$ cat config.mk
export PLATFORM = sky130hd
export DESIGN_NAME = inst_encoder
export DESIGN_NICKNAME = d
export VERILOG_FILES = /design/src/rtl/inst_encoder.sv
export SDC_FILE = /design/constraint.sdc
export NUM_CORES = 1
export LEC_CHECK = 0
export ABC_AREA = 1
export BUFFER_PORTS_ARGS = -buffer_cell sky130_fd_sc_hd__buf_2
export CAP_MARGIN = 15
export CORE_MARGIN = 5
export CORE_UTILIZATION = 30
export DETAILED_ROUTE_END_ITERATION = 8
export PLACE_DENSITY_LB_ADDON = 0.1
export SYNTH_ARGS = -nofsm -noshare
export SYNTH_HDL_FRONTEND = slang
export SYNTH_SLANG_ARGS = --single-unit
$ cat constraint.sdc
create_clock -name clk -period 1.92 [get_ports clk]
set_clock_uncertainty 0.15 [all_clocks]
set_input_delay 0.192 -clock clk [delete_from_list [all_inputs] [get_ports clk]]
set_output_delay 0.192 -clock clk [all_outputs]
set_load 0.005 [all_outputs]
$ cat src/rtl/inst_encoder.sv
// RV32I instruction encoder: turns a decoded request into a 32-bit word,
// expanding the LI pseudo-instruction into LUI+ADDI when needed.
module inst_encoder (
  input  logic        clk,
  input  logic        rst,
  input  logic        req_valid,
  output logic        req_ready,
  input  logic [3:0]  req_kind,
  input  logic [4:0]  req_aluop,
  input  logic [2:0]  req_funct3,
  input  logic [4:0]  req_rd,
  input  logic [4:0]  req_rs1,
  input  logic [4:0]  req_rs2,
  input  logic [31:0] req_imm,
  output logic        inst_valid,
  input  logic        inst_ready,
  output logic [31:0] inst_data,
  output logic        enc_err
);

  localparam logic [6:0] OP_R      = 7'b0110011;
  localparam logic [6:0] OP_I      = 7'b0010011;
  localparam logic [6:0] OP_LOAD   = 7'b0000011;
  localparam logic [6:0] OP_STORE  = 7'b0100011;
  localparam logic [6:0] OP_LUI    = 7'b0110111;
  localparam logic [6:0] OP_AUIPC  = 7'b0010111;
  localparam logic [6:0] OP_BRANCH = 7'b1100011;
  localparam logic [6:0] OP_JAL    = 7'b1101111;
  localparam logic [6:0] OP_JALR   = 7'b1100111;

  typedef enum logic [1:0] {IDLE = 2'd0, HOLD = 2'd1, HOLD_LI = 2'd2} state_t;

  state_t      state;
  logic [31:0] pend;
  logic        accept;
  logic        take;
  logic [2:0]  f3_alu;
  logic [6:0]  f7_alu;
  logic        alu_ok;
  logic        is_shift;
  logic        fit_i;
  logic        fit_b;
  logic        fit_j;
  logic        fit_sh;
  logic [19:0] li_hi;
  logic        legal;
  logic        two;
  logic [31:0] w0;
  logic [31:0] w1;

  assign accept = req_valid & req_ready;
  assign take   = inst_valid & inst_ready;

  always_comb begin
    case (state)
      IDLE:    req_ready = 1'b1;
      HOLD:    req_ready = inst_ready;
      HOLD_LI: req_ready = 1'b0;
      default: req_ready = 1'b0;
    endcase
  end

  // Range checks are sign-extension tests on the upper immediate bits.
  always_comb begin
    case (req_aluop)
      5'd0, 5'd1: f3_alu = 3'b000;
      5'd2:       f3_alu = 3'b001;
      5'd3:       f3_alu = 3'b010;
      5'd4:       f3_alu = 3'b011;
      5'd5:       f3_alu = 3'b100;
      5'd6, 5'd7: f3_alu = 3'b101;
      5'd8:       f3_alu = 3'b110;
      5'd9:       f3_alu = 3'b111;
      default:    f3_alu = 3'b000;
    endcase
    f7_alu   = ((req_aluop == 5'd1) || (req_aluop == 5'd7)) ? 7'b0100000 : 7'b0000000;
    alu_ok   = (req_aluop <= 5'd9);
    is_shift = (req_aluop == 5'd2) || (req_aluop == 5'd6) || (req_aluop == 5'd7);
    fit_i    = (&req_imm[31:11]) | ~(|req_imm[31:11]);
    fit_b    = ((&req_imm[31:12]) | ~(|req_imm[31:12])) & ~req_imm[0];
    fit_j    = ((&req_imm[31:20]) | ~(|req_imm[31:20])) & ~req_imm[0];
    fit_sh   = ~(|req_imm[31:5]);
    // Rounding the upper part compensates for the sign-extended ADDI low part.
    li_hi    = req_imm[31:12] + {19'd0, req_imm[11]};
    legal    = 1'b0;
    two      = 1'b0;
    w0       = 32'd0;
    w1       = {req_imm[11:0], req_rd, 3'b000, req_rd, OP_I};
    case (req_kind)
      4'd0: begin
        legal = alu_ok;
        w0    = {f7_alu, req_rs2, req_rs1, f3_alu, req_rd, OP_R};
      end
      4'd1: begin
        if (is_shift) begin
          legal = fit_sh;
          w0    = {f7_alu, req_imm[4:0], req_rs1, f3_alu, req_rd, OP_I};
        end else begin
          legal = alu_ok & (req_aluop != 5'd1) & fit_i;
          w0    = {req_imm[11:0], req_rs1, f3_alu, req_rd, OP_I};
        end
      end
      4'd2: begin
        legal = fit_i;
        w0    = {req_imm[11:0], req_rs1, req_funct3, req_rd, OP_LOAD};
      end
      4'd3: begin
        legal = fit_i;
        w0    = {req_imm[11:5], req_rs2, req_rs1, req_funct3, req_imm[4:0], OP_STORE};
      end
      4'd4: begin
        legal = 1'b1;
        w0    = {req_imm[19:0], req_rd, OP_LUI};
      end
      4'd5: begin
        legal = 1'b1;
        w0    = {req_imm[19:0], req_rd, OP_AUIPC};
      end
      4'd6: begin
        legal = fit_b;
        w0    = {req_imm[12], req_imm[10:5], req_rs2, req_rs1, req_funct3,
                 req_imm[4:1], req_imm[11], OP_BRANCH};
      end
      4'd7: begin
        legal = fit_j;
        w0    = {req_imm[20], req_imm[10:1], req_imm[11], req_imm[19:12], req_rd, OP_JAL};
      end
      4'd8: begin
        legal = fit_i;
        w0    = {req_imm[11:0], req_rs1, 3'b000, req_rd, OP_JALR};
      end
      4'd9: begin
        legal = 1'b1;
        if (fit_i) begin
          w0 = {req_imm[11:0], 5'd0, 3'b000, req_rd, OP_I};
        end else begin
          two = |req_imm[11:0];
          w0  = {li_hi, req_rd, OP_LUI};
        end
      end
      default: begin
        legal = 1'b0;
      end
    endcase
  end

  // Illegal requests only raise enc_err; the held word still drains normally.
  always_ff @(posedge clk or posedge rst) begin
    if (rst) begin
      state      <= IDLE;
      inst_valid <= 1'b0;
      inst_data  <= 32'd0;
      pend       <= 32'd0;
      enc_err    <= 1'b0;
    end else begin
      enc_err <= accept & ~legal;
      case (state)
        IDLE: begin
          if (accept && legal) begin
            inst_data  <= w0;
            inst_valid <= 1'b1;
            pend       <= w1;
            state      <= two ? HOLD_LI : HOLD;
          end
        end
        HOLD: begin
          if (take) begin
            if (accept && legal) begin
              inst_data <= w0;
              pend      <= w1;
              state     <= two ? HOLD_LI : HOLD;
            end else begin
              inst_valid <= 1'b0;
              state      <= IDLE;
            end
          end
        end
        HOLD_LI: begin
          if (take) begin
            inst_data <= pend;
            state     <= HOLD;
          end
        end
        default: begin
          inst_valid <= 1'b0;
          state      <= IDLE;
        end
      endcase
    end
  end

endmodule

# Word level (Yosys, flattened, before mapping)
# Memories as Yosys holds them, arrays and structs flattened.
# Index checks and enable logic that the tools add are counted.
[classes]
bitwise = 17
n_reduce_logical = 22
mux = 27
order_cmp = 1
n_eq_ne = 20
n_addsub = 1
[ops]
columns = ["cell", "count"]
rows = [
  ["32-bit case mux with 10 select lines", 1],
  ["32-bit 2-to-1 mux", 7],
  ["32-bit case mux with 3 select lines", 1],
  ["32-bit case mux with 2 select lines", 1],
  ["27-bit OR reduction", 1],
  ["12-bit OR reduction", 2],
  ["21-bit AND reduction", 1],
  ["21-bit OR reduction", 1],
  ["20-bit by 1-bit adder with 20-bit output", 1],
  ["20-bit AND reduction", 1],
  ["20-bit OR reduction", 1],
  ["4-bit by 3-bit == test with 1-bit output, second input constant", 4],
  ["12-bit AND reduction", 1],
  ["5-bit by 3-bit == test with 1-bit output, second input constant", 2],
  ["2-bit 2-to-1 mux", 5],
  ["4-bit by 2-bit == test with 1-bit output, second input constant", 2],
  ["4-bit == test, second input constant", 2],
  ["2-bit != test, second input constant", 4],
  ["1-bit AND", 7],
  ["1-bit NOT", 7],
  ["1-bit 2-to-1 mux", 6],
  ["6-bit 2-to-1 mux", 1],
  ["1-bit case mux with 6 select lines", 1],
  ["2-bit case mux with 3 select lines", 1],
  ["21 further kinds", 27],
]
[totals]
romBits = 48
memories = 1
reg_bits = 68
[mem_list]
columns = ["memory", "words", "word_bits", "rd", "rd_ports_with_merged_regs", "wr", "line", "rtl"]
rows = [
  ["(name not given)", 16, 3, 1, 0, 0, "65", "case (req_aluop)"],
]

# Longest topological paths before layout
# Gate-level depths: netlist of the first run.
[logic_depth]
depth_word = 10
mapped_depth = 16
ltp_nobuf = 16

# Worst setup path before layout of the first run
# No wires, ideal clock.
[synth_path]
path_type = "input -> register"
start = "input port req_imm[11]"
end = "register inst_data[30]"
arrival_ns = 1.685
n_path_buf = 0
path_slack_ns = -0.031
setup_time_ns = 0.117
required_ns = 1.653
cell_stages = 15
path_cell_list = "ha_1 -> ha_1 -> inv_1 -> nor2_1 -> nand2_1 -> nor2_1 -> nand3_1 -> o21ai_0 -> nand3_1 -> nand2_1 -> nand2_1 -> nand2_1 -> nand2_1 -> nand2_1 -> nand2_1"
[synth_via]
elab_chain_cells = 10
elab_cells_between_ends = 16
classes_between = "1 x add/sub; 7 x mux; 4 x bitwise; 4 x reduce/logical"
[synth_lines]
columns = ["element", "line", "rtl"]
rows = [
  ["from (decl)", "14", "input logic [31:0] req_imm,"],
  ["branches (longest 7 deep; another with 20-bit by 1-bit adder with 20-bit output)", "--", ""],
  ["32-bit 2-to-1 mux (*)", "159, 168", ""],
  ["32-bit 2-to-1 mux", "167", "if (take) begin"],
  ["32-bit case mux with 3 select lines (*)", "157", "case (state)"],
  ["to (signal assigned)", "160", "inst_data <= w0;"],
  ["to (signal assigned)", "169", "inst_data <= w0;"],
  ["to (signal assigned)", "180", "inst_data <= pend;"],
  ["to (decl)", "17", "output logic [31:0] inst_data,"],
]
# Every way passes the cells marked *. The select of a mux whose other input is x is not followed.
# A chain may end at the register's enable or synchronous reset.

# Worst setup path after layout of the first run
[layout_path]
start = "input port req_imm[11]"
end = "register inst_data[23]"
# Same word-level chain as after synthesis.

==> metrics.md, run 1 <==
| Metric | Value |
|---|---|
| Worst-Margin Slew | `0.5556 ns` |
| Layout fillers | `1466` |
| Commonest non-fill, non-tap cell in the layout | `nand2_1` |
| Core outline area | `13830 um2` |
| I/O pins | `between 90 and 100` |
| Sequential cell area fraction in the yosys report | `31.49%` |
| Outcome | `finished, final reports clean` |
| Hpwl dp | `14260 um` |
| Leakage | `roughly 3.3 nW` |
| Synth top area share | `31.49%` |
| Final estimated routing congestion in global placement | `~0.95` |
| Final Max Slew Viols | `0` |
| CP top delay family | `simple AND/OR/NAND/NOR gates` |
| Root Driver | `clkbuf_16` |
| Worst Path Max Fanout | `6` |
| CP Data Required Time | `1.95 ns` |
| Synth area leader | `dfrtp_1` |
| First-pass GRT wire length | `26260 um` |
| Fin. Hold Viols | `0` |
| RSZ-0062 raised after global routing | `true` |
| Worst reg2reg startpoint | `state[1]$_DFFE_PP0P_` |
| Cell Rows | `between 40 and 50` |
| Clock share of power | `between 30% and 40%` |
| Number of H-tree levels | `2` |
| # DRC | `0` |
| CP Capture Type | `flop` |
| Die Ht | `128.5 um` |
| Area grow syn2layout | `50.39%` |
| Final Critical Period | `roughly 1.8 ns` |
| Sw frac | `30.02%` |
| Crit share post-route | `~96%` |
| CTS tree | `done` |
| Arrival time worst endpoint | `1.87 ns` |
| DR vias/cell | `4.763` |
| Die Width | `about 130 um` |
| Vias in the first global route | `4881` |
| Num CTS Buffers | `5` |
| Layout cells sized above 1 | `about two fifths` |
| Sequential Power Share | `41.3%` |
| Setup crit start kind | `primary input` |
| Layout Nets | `between 900 and 1000` |
| Area of the multi-input gates | `2661 um2` |
| Deepest clock path buffer count | `2` |
| Worst-path clk slew | `around 0.07 ns` |
| P per Cell Area | `around 440 nW/um2` |
| Buf/Inv on CP | `4` |
| Starting density of the core | `30.46%` |
| Average size of a mapped cell | `6.601 um2` |
| Worst hold margin | `0.01675 ns` |
| Number of synthesis warnings | `0` |
| Register bit total from synthesis | `53` |
| Crit-path most repeated cell | `nand2_1` |
| CP max stage delay | `0.17 ns` |
| Most frequent cells in the layout | `nand2_1 (187), buf_4 (137), buf_2 (96)` |
| Logic gate share of total power | `26.8%` |
| Antenna Nets Post-Route | `0` |
| Mapped Nets | `about 700` |
| Starting DRT DRC Count | `263` |
| Seq. cell area | `1328 um2` |
| Maxcap violations | `0` |
| Tot GR Track Use | `around a fifth` |
| Placement Cell Area | `5879 um2` |
| Final non-filler cell area | `6334 um2` |
| Hold crit path type | `primary input to flop` |
| PortBufs | `97` |
| Gr ovfl total | `0` |
| Routed WL | `17300 um` |
| Largest cells by area after synthesis | `dfrtp_1 (31%), nand2_1 (17%), nor2_1 (7.0%), inv_1 (6.7%), nand3_1 (5.0%)` |
| CP max stage cell | `ha_4` |
| Synth Instances | `638` |
| Total power | `2.756 mW` |
| Switch Pwr | `827.4 uW` |
| Drt pass-1 iters | `5` |
| Full die area | `between 15000 and 20000 um2` |
| VDD IR max | `0.0003019 V` |
| N_diodes | `0` |
| Kind of critical path | `primary input to flop` |
| Critical path cell sequence | `buf_2 > inv_2 > ha_4 > nand2_1 > nor2_2 > nand3_2 > buf_4 > nor2_1 > nor2_1 > nand3_4 > nand2_4 > nand2_8 > nand2_8 > clkinvlp_4 > nand2_1 > nand2_1` |
| Final setup fails | `0` |
| Critical Path Start | `req_imm[11]` |
| Relative slew slack | `62.94%` |
| Clock Latency Late Sink | `0.29 ns` |
| EDFF count, synth | `0` |
| Total number of vias | `5030` |
| Setup WS pre-CTS | `-0.3222 ns` |
| Initial antenna violation count | `0` |
| F_max | `545.1 MHz` |
| Largest net degree at the start of global routing | `36` |
| Ys async rst share | `100.0%` |
| Post-Syn Area | `4212 um2` |
| WL/cell | `between 15 and 20 um` |
| Fin worst setup slack | `0.08550 ns` |
| Top FF cell, synth | `dfrtp_1` |
| Synth cell types | `42` |
| TritonCTS Sinks | `53` |
| Internal Power | `1.929 mW` |
| Min-delay src | `req_rd[2]` |
[layer usage]
metal | track usage [%] | share of wire, % | up-vias
li1 | - | - | 2557
met1 | 27.79 | 46 | 2297
met2 | 33.44 | 47 | 147
met4 | 7.803 | 3.1 | 0
met3 | 2.532 | 4.1 | 29
met5 | 0 | 0 | -
[worst register-to-register path, stage by stage (launching register included)]
cell       delay [ns]
dfrtp_1          0.42
inv_2            0.15
o21a_1           0.17
nand2_1          0.07
inv_1            0.11
nand2_4          0.10
nand2_8          0.12
nand2_8          0.09
clkbuf_16        0.19
nand2_2          0.05
o21ai_2          0.05
[kinds of logic (layout without fill, tap and decap cells)]
| kind of cell | after synthesis | in the layout | synth area share, % |
|---|---|---|---|
| xor+xnor | 8 | 8 | 1.664 |
| flops | 53 | 53 | 31.49 |
| compound gates | 118 | 118 | 18.09 |
| mux | 3 | 3 | 0.7130 |
| fa+ha+maj | 3 | 3 | 0.8914 |
| simple gates | 357 | 359 | 36.99 |
| buf+inv | 96 | 332 | 10.16 |
[power by group through the flow]
stage	Sequential, mW	Combinational, mW	Clock (mW)
floorplan	1.16	0.288	0
global placement	1.16	0.702	0
detailed placement	1.16	0.702	0
CTS	1.14	0.709	0.912
global route	1.14	0.809	0.960
finish	1.14	0.737	0.882
[final timing paths]
check                      slack [ns]                        end  cells past startpoint
min in group asynchronous        0.30       state[1]$_DFFE_PP0P_                      3
min                              0.02       pend[17]$_DFFE_PP0P_                      3
max in group asynchronous        0.66  inst_data[20]$_DFFE_PP0P_                      4
min reg2reg                      0.32        pend[4]$_DFFE_PP0P_                      2
max                              0.09  inst_data[23]$_DFFE_PP0P_                     16
max reg2reg                      0.14   inst_data[5]$_DFFE_PP0P_                     10
[final cells by class]
type                            instances  area share [%]
Multi-Input combinational cell        491           42.02
Timing Repair Buffer                  245           26.43
Sequential cell                        53           20.96
Inverter                               79           4.781
Tap cell                              180           3.556
Clock buffer                            5           1.976
Clock inverter                          3          0.2766
[timing repair]
action	4_1_cts	5_1_grt
hold buffers	2	0
setup endpoints to repair	2	49
pin swaps	0	15
resized for setup	2	60
buffers inserted	0	1
endpoints found under the hold margin	20	0
cloned	0	4
[Yosys cell counts, types with 4 or more instances]
master	number
o21ai_1	10
a22oi_1	10
a21oi_1	26
xor2_1	7
nand2_1	192
inv_2	4
clkbuf_1	6
o2111ai_1	5
dfrtp_1	53
buf_6	4
o21ai_0	25
nand3_1	42
nor2_1	79
nor3_1	6
nand2_2	11
buf_4	4
o21ai_2	23
inv_1	75
o22ai_1	7
nand4_1	13
[stage by stage]
stage,instances,setup TNS (ns),util [%]
after CTS,1051,0,43.73
after detailed placement,1041,-14.30,42.52
after global placement,1041,-13.61,42.52
after floorplan,638,0,-
after global routing,1056,-0.04618,45.81
final,1056,0,45.81
[state kept, by name, summed over array words and instances, names as in the netlist]
signal	count
inst_data	31
pend	18
state	2
enc_err	1
inst_valid	1
(Power assumes the default switching activity.)
==> inputs of run 2 (changes only) <==
--- a/config.mk
+++ b/config.mk
@@ -9,9 +9,10 @@
 export BUFFER_PORTS_ARGS = -buffer_cell sky130_fd_sc_hd__buf_2
 export CAP_MARGIN = 15
 export CORE_MARGIN = 5
-export CORE_UTILIZATION = 30
+export CORE_UTILIZATION = 45
 export DETAILED_ROUTE_END_ITERATION = 8
 export PLACE_DENSITY_LB_ADDON = 0.1
+export SLEW_MARGIN = 20
 export SYNTH_ARGS = -nofsm -noshare
 export SYNTH_HDL_FRONTEND = slang
 export SYNTH_SLANG_ARGS = --single-unit
==> run 2 against run 1 <==
Compared with the run above:
- critical path depth increased by 1
- sequential share of layout area increased by 0.45 points
- via count increased by 1.4%
- setup slack better by 0.0047 ns
- sequential power is essentially flat
- critical endpoint is now inst_data[8]$_DFFE_PP0P_
- largest power group unchanged
- highest routed layer unchanged
==> metrics.md, run 2 (synthesized netlist as in run 1, its figures left out) <==
| Metric | Value |
|---|---|
| Num CTS Buffers | `5` |
| Deepest clock path buffer count | `2` |
| CP Data Required Time | `1.96 ns` |
| Placement Cell Area | `5660 um2` |
| Largest net degree at the start of global routing | `36` |
| VDD IR max | `~0.00041 V` |
| Final estimated routing congestion in global placement | `0.9779` |
| Worst-path clk slew | `0.09 ns` |
| WL/cell | `16.30 um` |
| Starting DRT DRC Count | `349` |
| Most frequent cells in the layout | `nand2_1 (173), buf_4 (115), buf_2 (93)` |
| # DRC | `0` |
| Flop2flop setup slack | `0.13 ns` |
| Register with the most flip-flops | `inst_data` |
| Total number of vias | `slightly above 5000` |
| TritonCTS Sinks | `53` |
| Leakage | `3.247 nW` |
| Initial antenna violation count | `0` |
| Area grow syn2layout | `47.21%` |
| Final non-filler cell area | `6200 um2` |
| Final setup fails | `0` |
| Root Driver | `clkbuf_8` |
| Commonest non-fill, non-tap cell in the layout | `nand2_1` |
| Worst hold margin | `0.02648 ns` |
| Antenna Nets Post-Route | `0` |
| P per Cell Area | `417.5 nW/um2` |
| Clock Latency Late Sink | `0.29 ns` |
| Core outline area | `9196 um2` |
| Setup crit start kind | `primary input` |
| CP Capture Type | `flop` |
| R2R cell count | `8` |
| Hpwl dp | `12800 um` |
| Worst Path Max Fanout | `6` |
| PortBufs | `97` |
| Worst setup endpoint | `inst_data[8]$_DFFE_PP0P_` |
| CTS tree | `done` |
| Fin worst setup slack | `~0.09 ns` |
| Cell Rows | `35` |
| Worst reg2reg startpoint | `state[1]$_DFFE_PP0P_` |
| Cells after DPL | `951` |
| Setup_tns | `0 ns` |
| Critical Path Start | `req_imm[28]` |
| Worst-Margin Slew | `0.6461 ns` |
| Top flop regs | `inst_data: 31 flops, pend: 18 flops, state: 2 flops` |
| Finished Layout Cells | `970` |
| N_diodes | `0` |
| Fin. Hold Viols | `0` |
| Reg-to-Reg End | `inst_data[7]$_DFFE_PP0P_` |
| Final Critical Period | `between 1.5 and 2 ns` |
| Setup WS pre-CTS | `-0.3448 ns` |
| Vias in the first global route | `between 4000 and 5000` |
| F_max | `546.5 MHz` |
| Gr ovfl total | `0` |
| Layout cells sized above 1 | `around two fifths` |
| Maxcap violations | `0` |
| I/O pins | `98` |
| Kind of critical path | `primary input to flop` |
| Relative slew slack | `56.86%` |
| Die Ht | `about 110 um` |
| Routed WL | `15810 um` |
| Arrival time worst endpoint | `~1.9 ns` |
| Drt pass-1 iters | `5` |
| Number of H-tree levels | `2` |
| Tot GR Track Use | `a little over a quarter` |
| Crit share post-route | `95.30%` |
| Layout Nets | `~900` |
| Full die area | `11390 um2` |
| RSZ-0062 raised after global routing | `true` |
| First-pass GRT wire length | `24640 um` |
| DR vias/cell | `between 5 and 6` |
| Final Max Slew Viols | `0` |
| Die Width | `~110 um` |
| Starting density of the core | `45.80%` |
| Max FFs per register | `31` |
| Outcome | `finished, final reports clean` |
| Hold crit path type | `primary input to flop` |
[run 2: cell count changes in the layout (fill, tap and decap cells not counted), moves of 6 or more]
| cell | previous run | this run |
|---|---|---|
| nand2_4 | 4 | 10 |
| nand2_2 | 13 | 20 |
| buf_4 | 137 | 115 |
| nand2_1 | 187 | 173 |
| buf_6 | 6 | 15 |
[run 2: timing repair]
action,in CTS,in global routing
gates resized for setup,1,90
endpoints found under the hold margin,29,0
hold buffers,2,0
pin swaps,0,25
cloned,0,4
endpoints found under the setup margin,1,50
buffers inserted,0,6
[run 2: how the worst min path moves through the flow]
| stage | cells past startpoint | startpoint | slack, ns | to |
|---|---|---|---|---|
| floorplan | 2 | req_valid | 0.18 | enc_err$_DFF_PP0_ |
| global placement | 2 | rst | 0.17 | inst_valid$_DFFE_PP0P_ |
| detailed placement | 2 | rst | 0.17 | state[1]$_DFFE_PP0P_ |
| CTS | 3 | req_rd[0] | 0.02 | pend[15]$_DFFE_PP0P_ |
| global route | 3 | req_rd[1] | 0.02 | pend[16]$_DFFE_PP0P_ |
| finish | 3 | req_rd[4] | 0.03 | pend[19]$_DFFE_PP0P_ |
[run 2: report_power, final]
part | leakage, nW | switching [mW] | internal, mW | total [mW]
clock network | 0.0540 | 0.340 | 0.379 | 0.720
registers | 0.684 | 0.00863 | 1.13 | 1.14
logic | 2.51 | 0.412 | 0.319 | 0.731
[run 2: layout make-up]
class                           instances  area (um2)
Inverter                               79       310.3
Clock buffer                            5       68.82
Multi-Input combinational cell        490        2684
Tap cell                              111       138.9
Timing Repair Buffer                  230        1635
Clock inverter                          2       35.03
Fill cell                             837        2997
Sequential cell                        53        1328
[run 2: critical path, cell delays in order]
cell and delay [ns]:
buf_2 0.12, nor2_2 0.11, nand2_2 0.08, buf_6 0.12, inv_2 0.04, nand2_2 0.07
nor2_2 0.12, nor2_2 0.05, nor2_1 0.09, nand2_1 0.12, nand3_2 0.15, nand2_4 0.09
nand2_8 0.11, nand2_8 0.08, clkbuf_16 0.19, nand2_4 0.05, o21ai_2 0.05
[run 2: routing by layer]
metal	global-route usage, %	wire [um]
met5	0	0
met4	12.33	668
met3	3.251	903
met2	44.87	7395
met1	36.26	6839
[run 2: metrics by stage]
step                      power, mW  utilization (%)
after floorplan               1.448                -
after CTS                     2.546            62.93
after global placement        1.818            61.55
after global routing          2.729            67.42
final                         2.588            67.42
after detailed placement      1.823            61.55
